[config.mk]
export PLATFORM = sky130hd
export DESIGN_NAME = cur_blk_fetch_ctrl
export DESIGN_NICKNAME = d
export VERILOG_FILES = /design/src/rtl/me_pkg.sv /design/src/rtl/cur_addr_gen.sv /design/src/rtl/cur_blk_fetch_ctrl.sv
export SDC_FILE = /design/constraint.sdc
export NUM_CORES = 1
export LEC_CHECK = 0
export CORE_MARGIN = 3
export CORE_UTILIZATION = 42
export CTS_CLUSTER_SIZE = 40
export DETAILED_ROUTE_END_ITERATION = 12
export PLACE_DENSITY = 0.75
export REMOVE_ABC_BUFFERS = 1
export SETUP_SLACK_MARGIN = 0.15
export SLEW_MARGIN = 5
export SYNTH_ARGS = -nofsm -noshare
export SYNTH_HDL_FRONTEND = slang
export SYNTH_SLANG_ARGS = --single-unit
[constraint.sdc]
create_clock -name clk -period 4.4 [get_ports clk]
set_clock_uncertainty 0.15 [all_clocks]
set_input_delay 0.88 -clock clk [delete_from_list [all_inputs] [get_ports clk]]
set_output_delay 0.88 -clock clk [all_outputs]
set_load 0.005 [all_outputs]
[src/rtl/me_pkg.sv]
// Shared definitions for the motion-estimation engine.
//   BLK_SIZE      : block edge length in pixels
//   PIX_W         : pixel width in bits
//   WORDS_PER_BLK : 32-bit words that make up one 8x8 block
//   fetch_state_t : current-block fetch sequencer states
package me_pkg;

   localparam int BLK_SIZE      = 8;
   localparam int PIX_W         = 8;
   localparam int WORDS_PER_BLK = 16;

   typedef enum logic [1:0] {
      IDLE  = 2'd0,
      FETCH = 2'd1,
      HOLD  = 2'd2
   } fetch_state_t;

endpackage

[src/rtl/cur_addr_gen.sv]
// Frame-memory word-address generator for one 8x8 block.
// Latches the block base address on load, then walks the 16 words
// {row, half} in order, moving to the next word on each grant.
//   clk, rst      : clock, async active-low reset
//   load          : capture base address from blk_x/blk_y, restart at word 0
//   blk_x, blk_y  : block column/row index
//   adv           : current word was granted, move to the next one
//   addr          : word address of the current word
module cur_addr_gen #(
   parameter int FRAME_W = 64,
   parameter int ADDR_W  = 16
) (
   input  logic              clk,
   input  logic              rst,
   input  logic              load,
   input  logic [7:0]        blk_x,
   input  logic [7:0]        blk_y,
   input  logic              adv,
   output logic [ADDR_W-1:0] addr
);

   localparam int ROW_WORDS = FRAME_W / 4;

   logic [ADDR_W-1:0] base_q;
   logic [ADDR_W-1:0] base_calc;
   logic [3:0]        widx;

   // (y*8*W + x*8)/4 reduces exactly to y*2*W + x*2; computing in ADDR_W
   // bits gives the same modulo-2^ADDR_W result as the full expression.
   assign base_calc = ADDR_W'(blk_y) * ADDR_W'(2 * FRAME_W)
                    + ADDR_W'({blk_x, 1'b0});

   always_ff @(posedge clk or negedge rst) begin
      if (!rst) begin
         base_q <= '0;
         widx   <= '0;
      end else if (load) begin
         base_q <= base_calc;
         widx   <= '0;
      end else if (adv) begin
         widx   <= widx + 4'd1;
      end
   end

   assign addr = base_q + ADDR_W'(widx[3:1]) * ADDR_W'(ROW_WORDS)
               + ADDR_W'(widx[0]);

endmodule

[src/rtl/cur_blk_fetch_ctrl.sv]
// Current-block fetch sequencer: loads one 8x8 block from frame memory
// into the cur_reg array and hands it to the SAD engine.
//   start/start_rdy/blk_x/blk_y/err : fetch command, err on bad indices
//   mem_req/mem_addr/mem_gnt        : read request channel
//   mem_rvalid/mem_rdata            : in-order read return
//   cur_we/cur_widx/cur_wdata       : cur_reg write port
//   blk_valid/blk_ack               : block handoff to SAD engine
//   busy                            : FETCH or HOLD
//
// state | meaning
// IDLE  | ready for start
// FETCH | issuing reads / writing returned words into cur_reg
// HOLD  | block complete, blk_valid until blk_ack
module cur_blk_fetch_ctrl
   import me_pkg::*;
#(
   parameter int FRAME_W   = 64,
   parameter int FRAME_H   = 64,
   parameter int ADDR_W    = 16,
   parameter int MAX_OUTST = 4
) (
   input  logic              clk,
   input  logic              rst,
   input  logic              start,
   output logic              start_rdy,
   input  logic [7:0]        blk_x,
   input  logic [7:0]        blk_y,
   output logic              err,
   output logic              mem_req,
   output logic [ADDR_W-1:0] mem_addr,
   input  logic              mem_gnt,
   input  logic              mem_rvalid,
   input  logic [31:0]       mem_rdata,
   output logic              cur_we,
   output logic [3:0]        cur_widx,
   output logic [31:0]       cur_wdata,
   output logic              blk_valid,
   input  logic              blk_ack,
   output logic              busy
);

   localparam logic [4:0] N_WORDS = 5'(WORDS_PER_BLK);

   fetch_state_t state, state_nxt;
   logic [4:0]   issue_cnt;
   logic [4:0]   recv_cnt;
   logic [4:0]   outst;
   logic         start_acc;
   logic         blk_ok;
   logic         load;
   logic         grant;
   logic         rv_take;

   assign blk_ok    = (int'(blk_x) < FRAME_W / BLK_SIZE)
                   && (int'(blk_y) < FRAME_H / BLK_SIZE);
   assign start_acc = start && (state == IDLE);
   assign load      = start_acc && blk_ok;

   // Slot accounting uses registered counts only, so a return in the
   // current cycle frees its slot one cycle later.
   assign outst   = issue_cnt - recv_cnt;
   assign mem_req = (state == FETCH) && (issue_cnt < N_WORDS)
                 && (outst < 5'(MAX_OUTST));
   assign grant   = mem_req && mem_gnt;
   assign rv_take = (state == FETCH) && mem_rvalid && (recv_cnt < N_WORDS);

   assign start_rdy = (state == IDLE);
   assign busy      = (state != IDLE);
   assign blk_valid = (state == HOLD);

   always_comb begin
      state_nxt = state;
      case (state)
         IDLE:    if (load) state_nxt = FETCH;
         FETCH:   if (recv_cnt == N_WORDS) state_nxt = HOLD;
         HOLD:    if (blk_ack) state_nxt = IDLE;
         default: state_nxt = IDLE;
      endcase
   end

   always_ff @(posedge clk or negedge rst) begin
      if (!rst) begin
         state     <= IDLE;
         err       <= 1'b0;
         issue_cnt <= '0;
         recv_cnt  <= '0;
         cur_we    <= 1'b0;
         cur_widx  <= '0;
         cur_wdata <= '0;
      end else begin
         state  <= state_nxt;
         err    <= start_acc && !blk_ok;
         cur_we <= rv_take;
         if (load) begin
            issue_cnt <= '0;
            recv_cnt  <= '0;
         end else begin
            if (grant)   issue_cnt <= issue_cnt + 5'd1;
            if (rv_take) recv_cnt  <= recv_cnt + 5'd1;
         end
         if (rv_take) begin
            cur_widx  <= recv_cnt[3:0];
            cur_wdata <= mem_rdata;
         end
      end
   end

   cur_addr_gen #(
      .FRAME_W (FRAME_W),
      .ADDR_W  (ADDR_W)
   ) u_addr_gen (
      .clk   (clk),
      .rst   (rst),
      .load  (load),
      .blk_x (blk_x),
      .blk_y (blk_y),
      .adv   (grant),
      .addr  (mem_addr)
   );

endmodule

# Word-level counts from Yosys, hierarchy flattened
# Index checks and enable logic that the tools add are counted.
# word_totals
out_inout_bits,58
register_bits,70
wordCells,52
# op_classes
mux,10
addsub,7
n_eq_ne,6
order_cmp,5
reduce_logical,15
# op_table
cell,count
$mux W5,4
$add A15 B9 Y16,1
$add A16 B1 Y16,1
$add A16 B7 Y16,1
$lt A8 B4 Y1 const B,2
$add A5 B1 Y5 const B,2
$lt A5 B5 Y1 const B,2
$logic_and A1 B1 Y1,9
$mux W4,2
$mux W2,3
$ne A2 B1 Y1 const B,3
$pmux W2 S3,1
$reduce_bool A2 Y1,3
$eq A5 B5 Y1 const B,1
$lt A5 B3 Y1 const B,1
$sub A5 B5 Y5,1
$add A4 B1 Y4 const B,1
$reduce_and A3 Y1,1
$eq A2 B1 Y1 const B,1
$eq A2 B2 Y1 const B,1
$logic_not A2 Y1,1
$logic_not A1 Y1,1

# Depth between registers and ports, before layout
# Gate-level depths: netlist of the first run.
# depth
depth_word,6
ltp_mapped,8
ltp_nobuf,8

# Hierarchy
# A second synthesis of the first run with hierarchy kept.
# hier_totals
hier_cells,279
hier_area_um2,3370.7
# modules_own_cells
mod,n_inst,seq_area_each_um2,area_per_inst_um2,cells_per_inst
cur_blk_fetch_ctrl,1,1251.2,2168.3,164
cur_addr_gen,1,475.5,1202.4,115

# Least setup slack after synthesis of the first run
# Ideal clock, no wire load.
# synth_timing
path_type,reg-to-output
from,register u_addr_gen.widx[1]
to,output mem_addr[12]
arrival_time_ps,1532
slack_ps,1838
stages_incl_launch_ff,9
cell_sequence,dfrtp_1 ha_1 inv_1 fa_1 inv_1 a21o_1 nor2b_1 nand2_1 xnor2_1
# synth_between
elab_chain_cells,2
# synth_rtl
item,line_no,source
from (decl),cur_addr_gen.sv:26,logic [3:0] widx;
from (signal assigned),cur_addr_gen.sv:41,widx <= widx + 4'd1;
$add A16 B7 Y16,cur_addr_gen.sv:45,assign addr = base_q + ADDR_W'(widx[3:1]) * ADDR_W'(ROW_WORDS)
$add A16 B1 Y16,cur_addr_gen.sv:46,+ ADDR_W'(widx[0]);
to (decl),cur_blk_fetch_ctrl.sv:30,"output logic [ADDR_W-1:0] mem_addr,"
# Every way passes these cells.

# Final worst setup path of the first run
# Ends and elaborated chain as after synthesis.

==> results.yml, run 1 <==
clock_tree:
  htreeDepth: 3
  cts_max_path_buffers: 2
  path_clk_slew_ps: 70
  hold_buffers: 0
  clkSinkCount: 69
  clock_latency_ps: 330
  cts_buffers: 9
  tritoncts: "built"
  postCtsSetupBuffers: 0
  cts_root_buf: "clkbuf_8"
  cts_resized: 0
finish:
  drive_above_1_share: 0.156
  num_antenna_cells: 0
  syn_to_final_growth_pct: 43.4
  fill_cells: 596
  fin_nets: 443
yosys:
  yosysWarnings: 0
  syn_inst: 264
  synth_edf_count: 0
  seq_area_frac_synth: 0.538
  synth.area.top_cells: "dfrtp_1, mux2_2, ha_1"
  synth_top_cell_by_area: "dfrtp_1"
  async_reset_ff_frac: 1.00
  synth-main-ff-cell: "dfrtp_1"
  synth-seq-cells: 69
  syn_area_um2: 3210
  avgSynthCellArea_um2: 12.1
  yosysMostFrequentCell: "dfrtp_1"
  synth.top_cell.area_share: 0.538
  netlist-cell-type-count: 38
  netlist_top_cells_count: "dfrtp_1, mux2_2, nand2_1, nor2_1, inv_1"
timing:
  finalSetupTns_ps: 0
  tightestPinTransition_ps: 1070
  maxSlewViolCount: 0
  rsz0062_at_grt: "false"
  fin_crit_sh: 0.811
  hold_viol: 0
  max_freq_ghz: 0.280
  setup_violations: 0
  min_period_ps: 3570
  max-slew-margin-rel: 0.284
flow_run:
  drv_cap: 0
floorplan:
  dieWidth_um: 93.4
  start_util: 0.437
  boundaryPins: 112
  dieArea_um2: 8720
  rows: 31
  die_h_um: 93.4
  coreArea_um2: 7330
power:
  seqPwrFrac: 0.478
  power.leakage_nw: 2.10
  p_comb_frac: 0.122
  power_frac_clock: 0.400
  finalPower_w: 0.00142
  netSwitchingPower_w: 0.000309
  switching_share: 0.218
  p_int_w: 0.00111
  powerDensity_nw_per_um2: 308
  vdd_drop_max_v: 0.000196
global_route:
  grt_use_total: 0.176
  grt.overflow.total: 0
  grt_pass1_wl_um: 11900
  grt_max_degree: 45
  grt_pass1_vias: 2521
  antenna_found_initial: 0
placement:
  place_congestion: 0.711
  io_buffers: 111
  dp_hpwl_um: 5200
worst_setup_path:
  cp-start-kind: "flip-flop"
  r2r_setup_slack_ps: 1560
  critical_path_required_ps: 3370
  r2r-start: "recv_cnt[3]$_DFFE_PN0P_"
  end_kind: "primary output"
  r2r_end: "u_addr_gen.widx[3]$_DFFE_PN0P_"
  rr_worst_depth: 7
  worstPathMaxFanout: 4
  critPathArrivalTime_ps: 2540
  crit_type: "reg2out"
hold_path:
  holdPathEnd: "u_addr_gen.base_q[1]$_DFFE_PN0N_"
  hp-class: "reg2reg"
  min_path_cells: 2
  worstHoldStart: "u_addr_gen.base_q[1]$_DFFE_PN0N_"
route:
  final_antenna_net_count: 0
  initialDrtViolationCount: 66
  vias: 2291
  wire_per_inst_um: 14.8
  post-route-drc-count: 0
  viasPerCell: 4.79
  wirelength_um: 7060
  first_pass_iters: 4
status:
  status: "finished clean"
## cells in the final DEF (no fill, tap or decap), types with 3 or more instances in the layout
cell type	synthesis	routed
a21oi_1	4	4
nand4_1	3	3
nor2b_1	5	5
o21ai_0	4	4
and2_1	7	7
clkdlybuf4s50_1	0	110
clkbuf_8	0	10
xnor2_1	13	13
nand3_1	6	6
inv_1	15	15
ha_1	12	12
dfrtp_1	69	69
xor2_1	5	5
nor2_1	16	16
nand2_1	22	22
mux2_2	36	36
mux2i_1	3	3
## power groups by stage
stage	Clock, W	Combinational, W	Sequential (W)
final	0.000567	0.000172	0.000678
after global placement	0	0.000172	0.000689
after global routing	0.000609	0.000190	0.000682
after CTS	0.000581	0.000177	0.000678
after floorplan	0	0.0000512	0.000690
after detailed placement	0	0.000175	0.000690
## worst max-delay path by stage
stage / startpoint / to / slack (ps) / cells after the start
2_1_floorplan: mem_rvalid / recv_cnt[3]$_DFFE_PN0P_ / 1100 / 4
3_3_place_gp: blk_x[7] / u_addr_gen.widx[2]$_DFFE_PN0P_ / 1090 / 6
3_5_place_dp: blk_x[7] / u_addr_gen.widx[2]$_DFFE_PN0P_ / 1010 / 6
4_1_cts: u_addr_gen.widx[1]$_DFFE_PN0P_ / mem_addr[12] / 790 / 9
5_1_grt: u_addr_gen.widx[1]$_DFFE_PN0P_ / mem_addr[12] / 570 / 9
6_report: u_addr_gen.widx[1]$_DFFE_PN0P_ / mem_addr[12] / 830 / 9
## logic make-up after synthesis
logic type | after synthesis | synth area share
buf+inv | 28 | 0.0429
fa+ha+maj | 14 | 0.0593
simple gates | 72 | 0.117
mux | 39 | 0.136
compound gates | 24 | 0.0574
flops | 69 | 0.538
xor+xnor | 18 | 0.0492
## worst max-delay path: stages (launching register included)
cell and delay, ps:
dfrtp_1 400, ha_1 190, inv_1 50, fa_1 390
inv_1 80, a21o_1 160, nor2b_1 200, nand2_1 90
xnor2_1 130, clkdlybuf4s50_1 510
## layer usage
metal / GRT usage / up-vias / routed length, µm
met5: 0 / - / 0
met4: 0.0659 / 0 / 70
met3: 0.0821 / 6 / 722
met2: 0.284 / 81 / 3360
met1: 0.205 / 1089 / 2910
li1: - / 1115 / -
## state kept, by name, indices dropped and copies added (netlist names)
name               flops
issue_cnt              5
state                  2
u_addr_gen.base_q     15
u_addr_gen.widx        4
err                    1
recv_cnt               5
cur_wdata             32
cur_widx               4
cur_we                 1
## final cells by class
| type | instances | area, µm² | area share |
|---|---|---|---|
| Multi-Input combinational cell | 167 | 1350 | 0.293 |
| Inverter | 15 | 56.3 | 0.0122 |
| Sequential cell | 69 | 1730 | 0.376 |
| Clock buffer | 10 | 138 | 0.0299 |
| Tap cell | 99 | 124 | 0.0269 |
| Clock inverter | 5 | 83.8 | 0.0182 |
| Timing Repair Buffer | 113 | 1120 | 0.244 |
## per-stage QoR
stage	utilization	instances	worst slack (ps)	hold slack, ps	instance area, µm²
floorplan	-	251	1100	308	3130
finish	0.627	478	829	338	4600
detailed placement	0.597	463	1010	324	4380
global route	0.627	478	566	370	4600
global placement	0.597	463	1090	315	4380
CTS	0.627	478	789	341	4600
Note: power is estimated with default switching activity, not from simulation.
==> inputs of run 2 (changes only) <==
Clock period 4.4 ns to 3.45 ns, I/O delays scaled along.
==> run 2 against run 1 <==
- flip-flop and latch count unchanged
- power increased by 29%
- critical endpoint is now mem_req
- register-to-register slack got worse by 620 ps
==> results.yml, run 2 (synthesized netlist as in run 1, its figures left out) <==
status:
  status: "finished clean"
power:
  power.leakage_nw: 2.19
  p_int_w: 0.00141
  netSwitchingPower_w: 0.000425
  vdd_drop_max_v: 0.000291
  seqPwrFrac: 0.472
  switching_share: 0.232
  powerDensity_nw_per_um2: 392
  p_comb_frac: 0.120
  power_frac_clock: 0.408
worst_setup_path:
  critPathArrivalTime_ps: 2320
  startpoint: "recv_cnt[3]$_DFFE_PN0P_"
  critical_path_required_ps: 2610
  rr_worst_depth: 7
  r2r-start: "recv_cnt[3]$_DFFE_PN0P_"
  end_kind: "primary output"
  crit_type: "reg2out"
  cp-start-kind: "flip-flop"
  worstPathMaxFanout: 4
global_route:
  grt.overflow.total: 0
  grt_pass1_wl_um: 11500
  grt_pass1_vias: 2472
  grt_use_total: 0.168
  grt_max_degree: 70
  antenna_found_initial: 0
finish:
  final_area_um2: 4670
  top_regs: "cur_wdata: 32 flops, u_addr_gen.base_q: 15 flops"
  instances_no_fill: 485
  largest_reg_flops: 32
  num_antenna_cells: 0
  layout_common_cells: "clkdlybuf4s50_1, dfrtp_1, mux2_2"
  drive_above_1_share: 0.184
  syn_to_final_growth_pct: 45.6
  fin_nets: 449
  top_register: "cur_wdata"
  final_common_cell: "clkdlybuf4s50_1"
  fill_cells: 567
floorplan:
  coreArea_um2: 7330
  start_util: 0.437
  boundaryPins: 112
  dieWidth_um: 93.4
  die_h_um: 93.4
  dieArea_um2: 8720
  rows: 31
hold_path:
  worstHoldStart: "u_addr_gen.base_q[2]$_DFFE_PN0N_"
  min_path_cells: 2
  hp-class: "reg2reg"
timing:
  tightestPinTransition_ps: 862
  hold_viol: 0
  finalSetupTns_ps: 0
  rsz0062_at_grt: "false"
  holdWs_ps: 336
  min_period_ps: 3160
  fin_crit_sh: 0.917
  maxSlewViolCount: 0
  max_freq_ghz: 0.316
  max-slew-margin-rel: 0.426
  setup_violations: 0
route:
  post-route-drc-count: 0
  first_pass_iters: 4
  wire_per_inst_um: 14.2
  wirelength_um: 6870
  viasPerCell: 4.86
  drt-met1-wl_um: 2930
  final_antenna_net_count: 0
  dr.max_layer_used: "met4"
  initialDrtViolationCount: 76
  vias: 2355
  routed-wl-met3_um: 704
  dr_wl_met2_um: 3160
clock_tree:
  tritoncts: "built"
  cts_root_buf: "clkbuf_8"
  cts_max_path_buffers: 2
  clkSinkCount: 69
  cts_buffers: 9
  path_clk_slew_ps: 80
  clock_latency_ps: 330
  htreeDepth: 3
placement:
  dp_hpwl_um: 5050
  dpl_cell_area_um2: 4410
  io_buffers: 111
  placedCellCount: 467
  place_congestion: 0.742
flow_run:
  drv_cap: 0
-- run 2: through the flow --
stage | worst slack, ps | utilization | power [W]
after CTS | 153 | 0.633 | 0.00185
after detailed placement | 462 | 0.601 | 0.00110
after floorplan | 342 | - | 0.000946
final | 286 | 0.637 | 0.00183
after global placement | 521 | 0.601 | 0.00110
after global routing | 161 | 0.637 | 0.00192
-- run 2: path summary, 6_finish.rpt --
check                                                   endpoint  slack, ps
worst max-delay path                                     mem_req        290
worst min-delay path            u_addr_gen.base_q[2]$_DFFE_PN0N_        340
worst max register to register    u_addr_gen.widx[3]$_DFFE_PN0P_        940
worst min register to register  u_addr_gen.base_q[2]$_DFFE_PN0N_        340
max in group asynchronous                recv_cnt[3]$_DFFE_PN0P_       2120
min in group asynchronous              cur_wdata[14]$_DFFE_PN0P_        390
-- run 2: critical path: stages (launching register included) --
cell	delay (ps)
dfrtp_2	420
inv_1	90
ha_1	280
nor2b_1	170
a2111oi_4	330
o211a_1	200
clkdlybuf4s50_1	490
-- run 2: power by group through the flow --
stage	logic (W)	registers (W)	clock network [W]
after global routing	0.000242	0.000870	0.000803
after global placement	0.000219	0.000879	0
final	0.000220	0.000865	0.000748
after floorplan	0.0000653	0.000880	0
after detailed placement	0.000223	0.000881	0
after CTS	0.000224	0.000865	0.000766
-- run 2: final cells by class --
type | count | area, µm² | area share
Timing Repair Buffer | 119 | 1170 | 0.251
Inverter | 15 | 56.3 | 0.0121
Tap cell | 99 | 124 | 0.0265
Clock inverter | 7 | 105 | 0.0225
Sequential cell | 69 | 1730 | 0.370
Multi-Input combinational cell | 167 | 1360 | 0.291
Clock buffer | 9 | 124 | 0.0265
-- run 2: routing by layer --
metal	up-vias	global-route usage
met3	8	0.0716
li1	1131	-
met4	0	0.0586
met2	95	0.260
met5	-	0
met1	1121	0.210
-- run 2: what timing repair did --
action	4_1_cts	5_1_grt
buffers inserted	1	1
pin swaps	0	1
resized for setup	0	8
setup endpoints to repair	2	7
hold buffers	0	0
==> inputs of run 3 (changes only) <==
Settings changed: CAP_MARGIN set to 20, GPL_TIMING_DRIVEN set to 0.
==> run 3 against run 2 <==
- utilization rose by 1.2 points
- worst hold slack got worse by 4.8 ps
- combinational power rose by 3%
- global-route usage rose by 0.78 points
- worst setup slack got worse by 17 ps
- non-clock buffer count did not move
- critical path type unchanged
- largest cell class unchanged
- largest power group unchanged
==> results.yml, run 3 (synthesized netlist as in run 1, its figures left out) <==
status:
  status: "finished clean"
worst_setup_path:
  slowest_stage: "clkdlybuf4s50_1"
  critPathArrivalTime_ps: 2340
  crit_type: "reg2out"
  r2r_end: "issue_cnt[3]$_DFFE_PN0P_"
  worstPathMaxFanout: 5
  end_kind: "primary output"
  r2r-start: "recv_cnt[3]$_DFFE_PN0P_"
  r2r_setup_slack_ps: 950
  cp-start-kind: "flip-flop"
  startpoint: "recv_cnt[3]$_DFFE_PN0P_"
  critical_path_required_ps: 2610
  slowest_delay_ps: 500
  path_cells: "inv_1, ha_4, nor2b_1, a2111oi_4, o211a_1, clkdlybuf4s50_1"
  crit_path_end: "mem_req"
  rr_worst_depth: 8
power:
  powerDensity_nw_per_um2: 400
  vdd_drop_max_v: 0.000255
  power.leakage_nw: 2.21
timing:
  rsz0062_at_grt: "false"
  setup_violations: 0
  min_period_ps: 3180
  hold_viol: 0
  max-slew-margin-rel: 0.512
  tightestPinTransition_ps: 729
  finalWorstSetupSlack_ps: 269
  max_freq_ghz: 0.314
  fin_crit_sh: 0.922
  maxSlewViolCount: 0
  finalSetupTns_ps: 0
finish:
  fill_cells: 542
  largest_reg_flops: 32
  num_antenna_cells: 0
  top_register: "cur_wdata"
  fin_nets: 449
  final_area_um2: 4760
  top_regs: "cur_wdata: 32 flops, u_addr_gen.base_q: 15 flops"
  layout_common_cells: "clkdlybuf4s50_1, dfrtp_1, mux2_2"
  syn_to_final_growth_pct: 48.4
  final_common_cell: "clkdlybuf4s50_1"
  drive_above_1_share: 0.181
global_route:
  grt_use_total: 0.176
  grt_pass1_vias: 2600
  grt.overflow.total: 0
  grt_pass1_wl_um: 12100
  antenna_found_initial: 0
  grt_max_degree: 67
route:
  wire_per_inst_um: 14.5
  viasPerCell: 4.86
  vias: 2356
  wirelength_um: 7040
  initialDrtViolationCount: 78
  final_antenna_net_count: 0
  post-route-drc-count: 0
  first_pass_iters: 5
hold_path:
  hp-class: "reg2reg"
placement:
  place_congestion: 0.757
  dp_hpwl_um: 5110
  io_buffers: 111
  dpl_cell_area_um2: 4430
  detailedPlace.worstSlack_ps: 145
clock_tree:
  cts_root_buf: "clkbuf_8"
  clkSinkCount: 69
  path_clk_slew_ps: 80
  htreeDepth: 3
  tritoncts: "built"
  cts_max_path_buffers: 2
  cts_buffers: 9
  clock_latency_ps: 340
floorplan:
  coreArea_um2: 7330
  rows: 31
  die_h_um: 93.4
  dieArea_um2: 8720
  dieWidth_um: 93.4
  boundaryPins: 112
  start_util: 0.437
flow_run:
  drv_cap: 0
## run 3: routing by layer
| layer | track usage | vias up | share of wire |
|---|---|---|---|
| met4 | 0.0549 | 0 | 0.012 |
| met1 | 0.201 | 1133 | 0.41 |
| met3 | 0.0925 | 7 | 0.11 |
| met2 | 0.283 | 87 | 0.47 |
| met5 | 0 | - | 0 |
| li1 | - | 1129 | - |
## run 3: per-stage QoR
step	power, W	util	std cells	hold slack [ps]
final	0.00190	0.649	485	331
after global routing	0.00198	0.649	485	369
after CTS	0.00193	0.643	484	332
after detailed placement	0.00111	0.605	465	313
after global placement	0.00110	0.595	461	309
after floorplan	0.000946	-	251	244
## run 3: where the power goes
group	leakage [nW]	internal, W	switching, W
sequential	0.906	0.000843	0.0000221
combinational	1.19	0.000151	0.0000747
clock	0.120	0.000503	0.000310
total	2.21	0.00150	0.000407
## run 3: worst min-delay path by stage
stage	startpoint	to	cells after the start
6_report	u_addr_gen.base_q[1]$_DFFE_PN0N_	u_addr_gen.base_q[1]$_DFFE_PN0N_	2
5_1_grt	u_addr_gen.base_q[1]$_DFFE_PN0N_	u_addr_gen.base_q[1]$_DFFE_PN0N_	2
4_1_cts	u_addr_gen.base_q[1]$_DFFE_PN0N_	u_addr_gen.base_q[1]$_DFFE_PN0N_	2
3_5_place_dp	u_addr_gen.base_q[1]$_DFFE_PN0N_	u_addr_gen.base_q[1]$_DFFE_PN0N_	2
3_3_place_gp	u_addr_gen.base_q[1]$_DFFE_PN0N_	u_addr_gen.base_q[1]$_DFFE_PN0N_	2
2_1_floorplan	rst	cur_wdata[0]$_DFFE_PN0P_	0
## run 3: what timing repair did
item / 4_1_cts / 5_1_grt
setup endpoints to repair: 4 / 6
resized for setup: 2 / 9
setup buffers: 2 / 0
gates cloned: 0 / 0
pin swaps: 0 / 3
hold buffers: 1 / 0
hold endpoints to repair: 3 / 0
## run 3: layout make-up
type                            count  area [µm²]  share of cell area
Timing Repair Buffer              119        1220               0.256
Clock inverter                      5         106              0.0223
Sequential cell                    69        1730               0.363
Clock buffer                       11         141              0.0297
Multi-Input combinational cell    167        1390               0.292
Tap cell                           99         124              0.0260
Inverter                           15        56.3              0.0118
## run 3: critical path: cells and delay by family, from the launching register on
| family | cells | cell delay, ps |
|---|---|---|
| fa+ha+maj | 1 | 230 |
| simple gates | 1 | 150 |
| compound gates | 2 | 520 |
| flops | 1 | 440 |
| buf+inv | 2 | 660 |
